===== config.mk =====
export PLATFORM = sky130hd
export DESIGN_NAME = delay_timer
export DESIGN_NICKNAME = d
export VERILOG_FILES = /design/src/rtl/delay_timer.sv
export SDC_FILE = /design/constraint.sdc
export NUM_CORES = 1
export LEC_CHECK = 0
export ABC_AREA = 1
export BUFFER_PORTS_ARGS = -buffer_cell sky130_fd_sc_hd__clkbuf_2
export CAP_MARGIN = 0
export CORE_ASPECT_RATIO = 0.9
export CORE_MARGIN = 5
export CORE_UTILIZATION = 30
export CTS_BUF_LIST = sky130_fd_sc_hd__clkbuf_16
export DETAILED_ROUTE_END_ITERATION = 12
export SLEW_MARGIN = 25
export SYNTH_ARGS = -nofsm -noshare
export SYNTH_HDL_FRONTEND = slang
export SYNTH_SLANG_ARGS = --single-unit

===== constraint.sdc =====
create_clock -name clk -period 4.33 [get_ports clk]
set_input_delay 0.433 -clock clk [delete_from_list [all_inputs] [get_ports clk]]
set_output_delay 0.433 -clock clk [all_outputs]
set_load 0.05 [all_outputs]

===== src/rtl/delay_timer.sv =====
// Prescaled delay timer for the program counter's delay handshake.
// Times delay_val ticks of TICK_DIV clocks, then raises count_done until the PC may advance.
module delay_timer #(
  parameter int unsigned TICK_DIV = 100000,
  parameter int unsigned DW       = 16
) (
  input  logic          clk,
  input  logic          rst,
  input  logic          delay,
  input  logic [DW-1:0] delay_val,
  input  logic          pchalt,
  output logic          count_done,
  output logic          busy,
  output logic [DW-1:0] remaining
);

  localparam int unsigned   PW         = (TICK_DIV <= 1) ? 1 : $clog2(TICK_DIV);
  localparam logic [PW-1:0] PRE_RELOAD = PW'(TICK_DIV - 1);

  typedef enum logic [1:0] {
    S_IDLE,
    S_COUNT,
    S_DONE
  } state_t;

  state_t        r_state;
  state_t        w_state_nxt;
  logic [PW-1:0] r_pre;
  logic [PW-1:0] w_pre_nxt;
  logic [DW-1:0] r_rem;
  logic [DW-1:0] w_rem_nxt;
  logic          r_count_done;
  logic          r_busy;

  always_ff @(posedge clk or posedge rst) begin
    if (rst) begin
      r_state <= S_IDLE;
      r_pre   <= '0;
      r_rem   <= '0;
    end else begin
      r_state <= w_state_nxt;
      r_pre   <= w_pre_nxt;
      r_rem   <= w_rem_nxt;
    end
  end

  always_comb begin
    w_state_nxt = r_state;
    w_pre_nxt   = r_pre;
    w_rem_nxt   = r_rem;
    case (r_state)
      S_IDLE: begin
        if (delay) begin
          if (delay_val == '0) begin
            w_state_nxt = S_DONE;
          end else begin
            w_rem_nxt   = delay_val;
            w_pre_nxt   = PRE_RELOAD;
            w_state_nxt = S_COUNT;
          end
        end
      end
      S_COUNT: begin
        if (!delay) begin
          w_state_nxt = S_IDLE;
          w_rem_nxt   = '0;
        end else if (!pchalt) begin
          if (r_pre != '0) begin
            w_pre_nxt = r_pre - 1'b1;
          end else begin
            // One tick elapsed; the decrement is gated so remaining cannot wrap.
            w_pre_nxt = PRE_RELOAD;
            if (r_rem != '0) begin
              w_rem_nxt = r_rem - 1'b1;
            end
            if (r_rem <= DW'(1)) begin
              w_state_nxt = S_DONE;
            end
          end
        end
      end
      S_DONE: begin
        if (!delay || !pchalt) begin
          w_state_nxt = S_IDLE;
        end
      end
      default: w_state_nxt = S_IDLE;
    endcase
  end

  // Status outputs are registered from the next state so they align with r_state.
  always_ff @(posedge clk or posedge rst) begin
    if (rst) begin
      r_count_done <= 1'b0;
      r_busy       <= 1'b0;
    end else begin
      r_count_done <= (w_state_nxt == S_DONE);
      r_busy       <= (w_state_nxt != S_IDLE);
    end
  end

  assign count_done = r_count_done;
  assign busy       = r_busy;
  assign remaining  = r_rem;

endmodule

=== Yosys cells after proc, flatten, opt, wreduce, memory -nomap -nowiden ===
Cells that the tools add are included.

* Register bits: 37
* Input bits: 20
* Output and inout bits: 18
* Word-level logic and storage cells: 50

* $add $sub $neg: 2
* $lt $le $gt $ge: 1
* Equal/unequal tests: 10
* Mux-type cells: 21
* Reduce and logical (&&, ||, !) cells: 11

{| class="wikitable"
|+ Operators with widths
! operator !! count
|-
| 16-bit 2-to-1 mux || 6
|-
| 17-bit 2-to-1 mux || 5
|-
| 17-bit one-hot mux with 2 select lines || 1
|-
| 16-bit one-hot mux with 2 select lines || 1
|-
| 17-bit nonzero test || 1
|-
| 17-bit by 1-bit subtractor with 17-bit output, second input constant || 1
|-
| 16-bit by 1-bit <= comparator with 1-bit output, second input constant || 1
|-
| 16-bit logical NOT || 1
|-
| 16-bit nonzero test || 1
|-
| 16-bit by 1-bit subtractor with 16-bit output, second input constant || 1
|-
| 2-bit 2-to-1 mux || 7
|-
| 3-bit inequality test, second input constant || 3
|-
| 2-bit inequality test, second input constant || 4
|-
| 2-bit one-hot mux with 3 select lines || 1
|-
| 6-bit AND reduction || 1
|-
| 5-bit AND reduction || 1
|-
| 2-bit equality test, second input constant || 2
|-
| 2-bit nonzero test || 2
|-
| 2-bit by 1-bit equality test with 1-bit output, second input constant || 1
|-
| 1-bit logical NOT || 2
|-
| 2-bit logical NOT || 1
|-
| 1-bit logical OR || 1
|}

=== Logic depth before layout (Yosys ltp) ===
Gate-level depths: netlist of the first run.

* Depth in word-level cells: 7
* Mapped depth: 13
* Gate-level depth less buffers: 12

=== Worst setup path after synthesis of the first run ===
Ideal clock, no wire load.

* Kind: flip-flop to flip-flop
* From: reg r_rem[0] (netlist: remaining[0])
* To: reg r_rem[12] (netlist: remaining[12])
* Library setup time: 0.118 ns
* Arrival time: 1.637 ns
* Data required time: 4.212 ns
* Path slack: 2.575 ns
* Cell stages (with the launch flop): 10
* Path buffers: 0
* Period minus slack after synthesis: 1.755 ns
* Path through: dfrtp_1 inv_1 ha_1 nand3_1 nor2_1 nand4_1 nand2_1 nand2_1 nand2_1 nand2_1

* Cells in the longest elaborated chain, start to end: 6
* Elaborated cells between the ends (all ways): 9
* Classes of those cells: add/sub (1); eq/ne (1); mux (5); reduce/logical (2)

{| class="wikitable"
|+ RTL lines
! element !! RTL line !! text
|-
| start: declaration || 30 || <nowiki>logic [DW-1:0] r_rem;</nowiki>
|-
| start signal: assignment || 43 || <nowiki>r_rem <= w_rem_nxt;</nowiki>
|-
| 16-bit by 1-bit subtractor with 16-bit output || 74 || <nowiki>w_rem_nxt = r_rem - 1'b1;</nowiki>
|-
| 16-bit 2-to-1 mux || 73 || <nowiki>if (r_rem != '0) begin</nowiki>
|-
| 16-bit 2-to-1 mux || 68 || <nowiki>if (r_pre != '0) begin</nowiki>
|-
| 16-bit 2-to-1 mux || 67 || <nowiki>end else if (!pchalt) begin</nowiki>
|-
| 16-bit 2-to-1 mux || 64 || <nowiki>if (!delay) begin</nowiki>
|-
| 16-bit one-hot mux with 2 select lines || 51 || <nowiki>case (r_state)</nowiki>
|}

Several ways; a longest one is shown, not always the timed one. The select of a mux whose other input is x is not followed.
A chain may end at the register's enable or synchronous reset.

=== Final worst setup path of the first run ===
* From: reg r_state[1]
* To: reg r_rem[15] (netlist: remaining[15])

* Cells in the longest elaborated chain, start to end: 3
* Elaborated cells between the ends (all ways): 10
* Classes of those cells: eq/ne (6); mux (1); reduce/logical (3)

{| class="wikitable"
|+ RTL lines
! element !! RTL line !! text
|-
| start: declaration || 26 || <nowiki>state_t r_state;</nowiki>
|-
| start signal: assignment || 41 || <nowiki>r_state <= w_state_nxt;</nowiki>
|-
| 2-bit by 1-bit equality test with 1-bit output / 2-bit logical NOT (equally long branches) || 51 ||
|-
| 3-bit inequality test (no line) (tied with other cells) || -- ||
|-
| 6-bit AND reduction (no line) || -- ||
|}

Several ways; a longest one is shown, not always the timed one.

==> impl_metrics.json, run 1 <==
{
  "outcome": "completed",
  "leakage_nw": 1.59,
  "setup_viol": 0,
  "cts_max_level": 2,
  "die_height_um": 99.7,
  "ys_types": 26,
  "skew_ns": 0.00746,
  "placed_area_sq_mm": 0.00296,
  "die_w_um": 110,
  "worstSetupPathType": "register to register",
  "highest_layer": "met4",
  "slew_violations": 0,
  "cts_resized": 0,
  "cp_data_required_time_ns": 4.50,
  "die-area_sq_mm": 0.0109,
  "slew_headroom_pct": 65.1,
  "reg2reg_depth": 8,
  "cts_sinks": 37,
  "synthTopCellsByArea": "dfrtp_1 (35%), nand2_1 (23%), nor2_1 (8.8%), inv_1 (6.2%), nand3_1 (5.8%)",
  "yosysWarnings": 0,
  "max_stage_delay_ns": 0.42,
  "cts_tree": "yes",
  "place.gp.congestion": 0.889,
  "synth_area_per_cell_sq_um": 6.22,
  "vias_per_cell": 4.63,
  "start_util_pct": 31.0,
  "tns_ns": 0,
  "wl_met1_mm": 3.72,
  "path_common_cell": "nand2_2",
  "crit_path_start_kind": "register",
  "wirelength_mm": 7.05,
  "cp_max_fo": 21,
  "synthCells": 431,
  "tightest_slew_ns": 0.522,
  "reg2reg_slack_ns": 1.97,
  "antenna_found_initial": 0,
  "power_density_mw_per_mm2": 461,
  "r2r_end": "remaining[15]$_DFFE_PP0P_",
  "route.detailed.drc": 0,
  "timing_hold_violations_final": 0,
  "slowest_stage": "dfrtp_1",
  "endpoint_kind": "register",
  "syn_to_final_growth_pct": 15.5,
  "io_buffers": 37,
  "clockRootBuffer": "clkbuf_16",
  "grt_overflow_total": 0,
  "synth_top_area_share_pct": 34.5,
  "hold_buffers": 0,
  "synth_top_area_cell": "dfrtp_1",
  "clockBufferDepth": 2,
  "syn-num-nets": 456,
  "track_usage_pct": 13.4,
  "wl_met3_um": 334,
  "path_cells": "nor2_2 -> nand2_2 -> inv_1 -> nand2_2 -> nand2_2 -> inv_2 -> nand2_1 -> nand2_1",
  "io_pins": 38,
  "yosysSeqAreaShare_pct": 34.5,
  "final_nets": 492,
  "route.met2.wl_mm": 2.93,
  "insertion_delay_ns": 0.28,
  "fp.coreArea_sq_mm": 0.00865,
  "reg2reg_from": "r_state[1]$_DFF_PP0_",
  "cts-buffers-inserted": 5,
  "cts.clk_slew.worst_paths_ns": 0.06,
  "antenna_cells": 0,
  "syn-cell-area_sq_mm": 0.00268,
  "drive_above_1_share_pct": 14.5,
  "finish.instance_area_sq_mm": 0.00310,
  "first_pass_iters": 6,
  "cts_setup_buffers": 0,
  "rsz0062_at_grt": "false",
  "dp_hpwl_mm": 5.27,
  "dr_total_vias": 2716,
  "max_freq_mhz": 424,
  "final_cell_mix": "nand2_1 (167), nor2_1 (63), inv_1 (44)",
  "worstPathArrival_ns": 2.52,
  "hold_path_class": "input port to async pin",
  "whs_ns": 0.248,
  "grt_pass1_vias": 2493,
  "ant_nets": 0,
  "fin_crit_sh_pct": 54.4,
  "layoutNonFillerInstCount": 587,
  "drt_iter0_markers": 169,
  "final_common_cell": "nand2_1",
  "ir_worst_vdd_mv": 0.190,
  "post_drt_wl_per_cell_um": 12.0,
  "rows": 32,
  "post-place-cells": 579,
  "ys_ff_latch": 37,
  "min_period_ns": 2.36,
  "grt_pass1_wl_mm": 11.8,
  "grt_max_degree": 38,
  "maxCapViolCount": 0
}
==> Yosys cell counts <==
cell / number
o21ai_0: 17
nand2_1: 167
nand4_1: 11
a211oi_2: 1
nand3_1: 31
inv_1: 44
a22oi_1: 1
nor2_4: 2
clkinv_1: 1
nand3b_1: 3
buf_4: 2
nor2_1: 63
o211ai_1: 1
dfrtp_1: 37
o21ai_1: 5
buf_6: 2
ha_1: 5
nand2_2: 8
or2_2: 1
o21bai_1: 2
a21oi_1: 6
nor2_2: 8
nor3_1: 3
buf_2: 5
a32oi_1: 1
inv_2: 4
==> critical path, delay by kind of cell, from the launching register on <==
kind                   cells  cell delay [ns]
buffers and inverters      2             0.59
and+or+nand+nor            6             1.23
DFF                        1             0.42
==> power by group <==
group / leakage, nW / total [W] / switching, W / internal (W)
clock network: 0.0687 / 0.000347 / 0.000139 / 0.000208
registers: 0.453 / 0.000488 / 0.0000837 / 0.000405
logic: 1.07 / 0.000592 / 0.000439 / 0.000153
==> layout make-up <==
type                            count  area (sq um)
Sequential cell                    37           926
Inverter                           49           184
Fill cell                         975          5550
Tap cell                          119           149
Multi-Input combinational cell    336          1510
Clock buffer                        5           125
Clock inverter                      3          12.5
Timing Repair Buffer               38           193
==> registers in the layout, indices dropped and copies added, names as in the netlist <==
name        cells
r_pre          17
r_state         2
busy            1
count_done      1
remaining      16
==> metal layers <==
layer,vias up,GRT usage (%)
met5,-,0
met4,0,4.99
met3,5,2.01
met2,60,19.2
met1,1228,20.1
li1,1423,-
==> per-stage QoR <==
stage / setup WS, ns / total power [W] / utilization (%)
final: 1.97 / 0.00143 / 35.8
after floorplan: 2.58 / 0.000940 / -
after CTS: 1.97 / 0.00144 / 35.8
after global placement: 2.09 / 0.00108 / 34.2
after detailed placement: 2.00 / 0.00108 / 34.2
after global routing: 1.73 / 0.00153 / 35.8
==> how the worst max path moves through the flow <==
stage / from / endpoint / slack [ns] / cells past startpoint
5_1_grt: r_state[0]$_DFF_PP0_ / remaining[15]$_DFFE_PP0P_ / 1.73 / 9
3_3_place_gp: r_state[1]$_DFF_PP0_ / remaining[3]$_DFFE_PP0P_ / 2.09 / 8
4_1_cts: r_state[1]$_DFF_PP0_ / remaining[15]$_DFFE_PP0P_ / 1.97 / 8
6_report: r_state[1]$_DFF_PP0_ / remaining[15]$_DFFE_PP0P_ / 1.97 / 8
2_1_floorplan: remaining[0]$_DFFE_PP0P_ / remaining[12]$_DFFE_PP0P_ / 2.58 / 9
3_5_place_dp: r_state[1]$_DFF_PP0_ / remaining[15]$_DFFE_PP0P_ / 2.00 / 8
==> kinds of logic after synthesis <==
group	count (synthesis)	synth area share, %
AND/OR/NAND/NOR	297	46.8
buffers and inverters	58	9.20
flip-flops	37	34.5
AO/OA/AOI/OAI	34	7.14
adder cells (fa/ha/maj)	5	2.33
Note: power is estimated with default switching activity, not from simulation.
==> run 2: changes to the inputs <==
--- a/config.mk
+++ b/config.mk
@@ -5,7 +5,7 @@
 export SDC_FILE = /design/constraint.sdc
 export NUM_CORES = 1
 export LEC_CHECK = 0
-export ABC_AREA = 1
+export ABC_AREA = 0
 export BUFFER_PORTS_ARGS = -buffer_cell sky130_fd_sc_hd__clkbuf_2
 export CAP_MARGIN = 0
 export CORE_ASPECT_RATIO = 0.9
==> constraint.sdc (replaced) <==
create_clock -name clk -period 2.27 [get_ports clk]
set_input_delay 0.227 -clock clk [delete_from_list [all_inputs] [get_ports clk]]
set_output_delay 0.227 -clock clk [all_outputs]
set_load 0.05 [all_outputs]
==> run 2 against run 1 <==
Against the previous run: via count fell by 3.5%; maximum frequency rose by 8.6%; worst setup slack got worse by 1.9 ns; largest power group is now registers; highest routed layer unchanged; critical path type unchanged.
==> impl_metrics.json, run 2 <==
{
  "outcome": "completed",
  "hold_path_class": "input port to async pin",
  "drive_above_1_share_pct": 29.4,
  "slew_headroom_pct": 63.0,
  "start_util_pct": 30.5,
  "leakage_nw": 1.36,
  "antenna_found_initial": 0,
  "die_w_um": 105,
  "hold_buffers": 0,
  "finish.utilization_pct": 39.9,
  "place.gp.congestion": 0.926,
  "drt_iter0_markers": 226,
  "cts_sinks": 37,
  "max_stage_delay_ns": 0.56,
  "power_density_mw_per_mm2": 711,
  "tightest_slew_ns": 0.553,
  "top_register": "r_pre",
  "antenna_cells": 0,
  "crit_path_start_kind": "register",
  "first_pass_iters": 4,
  "power.internal_w": 0.00143,
  "io_pins": 38,
  "worst_slack_ns": 0.101,
  "cp_max_fo": 5,
  "layoutNonFillerInstCount": 453,
  "p_total_w": 0.00226,
  "clockBufferDepth": 2,
  "finish.instance_area_sq_mm": 0.00318,
  "timing_hold_violations_final": 0,
  "cts-buffers-inserted": 5,
  "yosysWarnings": 0,
  "fp.coreArea_sq_mm": 0.00799,
  "worstPathArrival_ns": 2.33,
  "cts.clk_slew.worst_paths_ns": 0.05,
  "ir_worst_vdd_mv": 0.259,
  "die_height_um": 95.4,
  "min_period_ns": 2.17,
  "slowest_stage": "or4_4",
  "io_buffers": 37,
  "dr_total_vias": 2621,
  "synth_top_area_cell": "dfrtp_1",
  "cp.depth": 6,
  "ys_ff_latch": 37,
  "clkPwrFrac_pct": 28.9,
  "rows": 31,
  "cts_max_level": 2,
  "slew_violations": 0,
  "max_freq_mhz": 461,
  "grt_max_degree": 38,
  "syn-cell-area_sq_mm": 0.00243,
  "synth_flop_cell": "dfrtp_1",
  "yosysSeqAreaShare_pct": 38.0,
  "syn-num-nets": 308,
  "final_nets": 378,
  "insertion_delay_ns": 0.28,
  "cp_data_required_time_ns": 2.44,
  "ant_nets": 0,
  "largest_reg_flops": 17,
  "clockRootBuffer": "clkbuf_16",
  "netSwitchingPower_w": 0.000837,
  "setup_viol": 0,
  "die-area_sq_mm": 0.0100,
  "synthCells": 283,
  "post_drt_wl_per_cell_um": 16.6,
  "maxCapViolCount": 0,
  "dp_hpwl_mm": 5.53,
  "synth_area_per_cell_sq_um": 8.60,
  "ys_types": 59,
  "pwr-share-comb_pct": 34.4,
  "grt_overflow_total": 0,
  "yosysMostFrequentCell": "dfrtp_1",
  "post-place-cells": 444,
  "cts_tree": "yes",
  "synthTopCellsByArea": "dfrtp_1 (38%), nor2_1 (3.7%), nand2_1 (3.1%), nor4_1 (3.1%), o21ai_0 (3.1%)",
  "endpoint_kind": "register",
  "critPathBufInv": 1,
  "postSynth.asyncResetShare_pct": 100,
  "seq_power_share_pct": 36.7,
  "synth_edf_count": 0,
  "grt_pass1_vias": 2499,
  "final_common_cell": "buf_4",
  "final_cell_mix": "buf_4 (43), dfrtp_1 (37), clkbuf_2 (37)",
  "placed_area_sq_mm": 0.00301,
  "path_cells": "or4_4 -> buf_4 -> or4_1 -> nor2_2 -> nand4b_1 -> a22o_1",
  "syn_to_final_growth_pct": 30.8,
  "synth_common_cells": "dfrtp_1 (37), nor2_1 (24), nand2_1 (20), o21ai_0 (15)",
  "worstSetupPathType": "register to register",
  "route.detailed.drc": 0,
  "pre_cts_slack_ns": 0.0658,
  "p_sw_share_pct": 37.0,
  "synth_top_area_share_pct": 38.0,
  "critical-path-top-delay-family": "simple AND/OR/NAND/NOR gates",
  "fin_crit_sh_pct": 95.5,
  "wirelength_mm": 7.53,
  "vias_per_cell": 5.79,
  "skew_ns": 0.0100,
  "track_usage_pct": 15.0,
  "grt_pass1_wl_mm": 12.3,
  "reg2reg_depth": 6
}
==> run 2: changes by cell type after synthesis, moves of 6 or more <==
cell,change
a21oi_1,+6
clkbuf_1,+13
inv_1,-34
nand2_1,-147
nand2_2,-8
nand2b_1,+7
nand3_1,-25
nand4_1,-6
nor2_1,-39
nor2_2,-8
nor3_1,+10
nor4_1,+12
o311ai_1,+8
==> run 2: repair_timing <==
item,CTS,global route
setup buffers,0,1
setup endpoints to repair,0,20
gates resized for setup,0,7
endpoints found under the hold margin,0,0
==> run 2: final timing paths <==
check | from | endpoint | slack, ns
worst max register to register | r_pre[2]$_DFFE_PP0P_ | r_pre[16]$_DFFE_PP0P_ | 0.10
min in group clk | delay_val[2] | remaining[2]$_DFFE_PP0P_ | 0.22
max in group asynchronous | rst | r_pre[15]$_DFFE_PP0P_ | 1.88
worst min register to register | r_pre[0]$_DFFE_PP0P_ | r_pre[0]$_DFFE_PP0P_ | 0.49
worst max-delay path | r_pre[2]$_DFFE_PP0P_ | r_pre[16]$_DFFE_PP0P_ | 0.10
worst min-delay path | rst | r_pre[0]$_DFFE_PP0P_ | 0.04
==> run 2: worst min-delay path, stage by stage <==
cell	delay, ns
clkbuf_2	0.08
inv_1	0.04
buf_4	0.41
==> run 2: kinds of logic after synthesis <==
| logic type | share of synthesized area (%) |
|---|---|
| simple gates | 25.4 |
| mux | 0.463 |
| buf+inv | 4.63 |
| compound gates | 28.8 |
| fa+ha+maj | 2.57 |
| flops | 38.0 |
==> run 2: layout make-up <==
| cell class | instances | area, sq um |
|---|---|---|
| inverters | 10 | 37.5 |
| repair buffers | 81 | 528 |
| clock inverters | 3 | 11.3 |
| flip-flops and latches | 37 | 926 |
| multi-input cells | 218 | 1430 |
| fillers | 799 | 4810 |
| well taps | 99 | 124 |
| clock buffers | 5 | 125 |
==> run 2: stage by stage <==
stage	hold WS, ns	TNS (ns)
detailed placement	0.361	0
global route	0.134	-0.000660
finish	0.0365	0
floorplan	0.372	0
CTS	0.0610	0
global placement	0.360	0
==> run 2: routing by layer <==
layer | wire (um) | share of wire [%] | vias to the layer above | GRT usage (%)
met5 | 0 | 0 | - | 0
met4 | 190 | 2.5 | 0 | 7.35
met3 | 516 | 6.9 | 17 | 3.05
met2 | 3450 | 46 | 108 | 23.2
met1 | 3380 | 45 | 1264 | 20.1
li1 | - | - | 1232 | -
==> run 2: power by group through the flow <==
stage	sequential [W]	combinational, W	clock (W)
2_1_floorplan	0.00100	0.000319	0
4_1_cts	0.000828	0.000766	0.000671
3_5_place_dp	0.000838	0.000763	0
3_3_place_gp	0.000837	0.000763	0
5_1_grt	0.000845	0.000845	0.000700
6_report	0.000831	0.000778	0.000654
==> run 3: changes to the inputs <==
--- a/config.mk
+++ b/config.mk
@@ -5,7 +5,7 @@
 export SDC_FILE = /design/constraint.sdc
 export NUM_CORES = 1
 export LEC_CHECK = 0
-export ABC_AREA = 0
+export ABC_AREA = 1
 export BUFFER_PORTS_ARGS = -buffer_cell sky130_fd_sc_hd__clkbuf_2
 export CAP_MARGIN = 0
 export CORE_ASPECT_RATIO = 0.9
==> constraint.sdc (replaced) <==
create_clock -name clk -period 2.05 [get_ports clk]
set_input_delay 0.205 -clock clk [delete_from_list [all_inputs] [get_ports clk]]
set_output_delay 0.205 -clock clk [all_outputs]
set_load 0.05 [all_outputs]
==> run 3 against run 2 <==
Against the previous run: clock skew fell by 0.0042 ns; sequential cell count stayed put; combinational power rose by 65%; wire length decreased by 5.8%; critical path depth up 6; die area is 9.1% higher; core utilization shrank 3.4 points; sequential power increased by 24%; first-iteration DRC count down 7.1%; critical path type unchanged; largest cell class unchanged.
==> impl_metrics.json, run 3 (same netlist as run 1, synthesis figures left out) <==
{
  "skew_ns": 0.00579,
  "worst_slack_ns": 0.303,
  "worstPathArrival_ns": 1.91,
  "die-area_sq_mm": 0.0109,
  "slew_violations": 0,
  "power_density_mw_per_mm2": 970,
  "final_common_cell": "nand2_1",
  "start_util_pct": 31.0,
  "layoutNonFillerInstCount": 594,
  "ir_worst_vdd_mv": 0.572,
  "vias_per_cell": 4.62,
  "cp_data_required_time_ns": 2.22,
  "reg2reg_slack_ns": 0.30,
  "timing_hold_violations_final": 0,
  "final_cell_mix": "nand2_1 (167), nor2_1 (63), inv_1 (44)",
  "cts-buffers-inserted": 5,
  "dp_hpwl_mm": 5.48,
  "fin_crit_sh_pct": 85.2,
  "post_drt_wl_per_cell_um": 11.9,
  "fillers": 962,
  "top_register": "r_pre",
  "register_area_sq_um": 926,
  "reg2reg_depth": 12,
  "antenna_found_initial": 0,
  "cts_sinks": 37,
  "rows": 32,
  "drive_above_1_share_pct": 16.2,
  "post-place-cells": 586,
  "cts_setup_buffers": 0,
  "antenna_cells": 0,
  "slew_headroom_pct": 63.3,
  "ant_nets": 0,
  "min_period_ns": 1.75,
  "place.gp.congestion": 0.869,
  "die_height_um": 99.7,
  "outcome": "completed",
  "syn_to_final_growth_pct": 17.7,
  "pre_cts_slack_ns": 0.300,
  "insertion_delay_ns": 0.28,
  "worstSetupPathType": "register to register",
  "r2r_end": "remaining[14]$_DFFE_PP0P_",
  "multiInputGateArea_sq_mm": 0.00151,
  "maxCapViolCount": 0,
  "max_freq_mhz": 572,
  "track_usage_pct": 13.4,
  "tightest_slew_ns": 0.549,
  "cts_tree": "yes",
  "first_pass_iters": 4,
  "grt_pass1_wl_mm": 11.9,
  "dr_total_vias": 2745,
  "tns_ns": 0,
  "route.detailed.drc": 0,
  "leakage_nw": 1.63,
  "cts_max_level": 2,
  "grt_overflow_total": 0,
  "final_nets": 499,
  "hold_path_class": "input port to async pin",
  "rsz0062_at_grt": "false",
  "reg2reg_from": "r_pre[0]$_DFFE_PP0P_",
  "largest_reg_flops": 17,
  "io_pins": 38,
  "grt_pass1_vias": 2447,
  "cp_max_fo": 8,
  "drt_iter0_markers": 210,
  "io_buffers": 37,
  "startpoint": "r_pre[0]$_DFFE_PP0P_",
  "clockRootBuffer": "clkbuf_16",
  "wirelength_mm": 7.09,
  "crit_path_start_kind": "register",
  "hold_buffers": 0,
  "clockBufferDepth": 2,
  "cts.clk_slew.worst_paths_ns": 0.06,
  "grt_max_degree": 38,
  "endpoint_kind": "register",
  "die_w_um": 110,
  "cts_resized": 0,
  "whs_ns": 0.0140,
  "setup_viol": 0,
  "fp.coreArea_sq_mm": 0.00865
}
## run 3: cell types whose count changed in the layout (fill, tap and decap cells not counted), sizes merged, moves of 6 or more
cell    previous run  this run
o311ai            10         0
nand2             20       175
nor3              13         3
nand3              6        31
inv               13        48
nand2b             7         0
a21oi             12         6
nor2              24        73
nand4              5        11
buf               44         8
nor4              12         0
## run 3: how the worst max path moves through the flow
stage	end	cells after the start
2_1_floorplan	remaining[12]$_DFFE_PP0P_	9
3_3_place_gp	remaining[12]$_DFFE_PP0P_	9
3_5_place_dp	remaining[12]$_DFFE_PP0P_	9
4_1_cts	remaining[12]$_DFFE_PP0P_	9
5_1_grt	remaining[2]$_DFFE_PP0P_	12
6_report	remaining[14]$_DFFE_PP0P_	12
## run 3: critical path, cell delays in order (launching register included)
cell     delay, ns
dfrtp_1       0.36
inv_1         0.12
ha_1          0.19
nand2_1       0.06
nor2_1        0.12
nand2_2       0.09
nor2_4        0.12
nand2_1       0.07
nand2_2       0.07
nand2_2       0.12
buf_4         0.20
nand2_1       0.06
nand2_1       0.05
## run 3: layout make-up
cell class / count / share of cell area (%)
repair buffers: 45 / 7.77
well taps: 119 / 4.72
inverters: 49 / 5.83
flip-flops and latches: 37 / 29.4
clock buffers: 5 / 3.97
clock inverters: 3 / 0.555
multi-input cells: 336 / 47.8
## run 3: layer usage
metal  wire, um  global-route usage [%]  vias up
li1           -                       -     1426
met1       3620                    20.4     1256
met2       3000                    19.1       56
met3        369                    2.40        7
met4         98                    3.64        0
met5          0                       0        -
## run 3: through the flow
| step | total power [W] | cell area (sq um) | utilization, % |
|---|---|---|---|
| 2_1_floorplan | 0.00198 | 2680 | - |
| 3_3_place_gp | 0.00232 | 3010 | 34.8 |
| 3_5_place_dp | 0.00233 | 3010 | 34.8 |
| 4_1_cts | 0.00309 | 3150 | 36.5 |
| 5_1_grt | 0.00327 | 3150 | 36.5 |
| 6_report | 0.00306 | 3150 | 36.5 |
## run 3: power breakdown
| part | switching (W) | internal [W] | leakage, nW | total (W) |
|---|---|---|---|---|
| Sequential | 0.000180 | 0.000855 | 0.453 | 0.00103 |
| Combinational | 0.000935 | 0.000347 | 1.11 | 0.00128 |
| Clock | 0.000298 | 0.000446 | 0.0696 | 0.000743 |
| Total | 0.00141 | 0.00165 | 1.63 | 0.00306 |
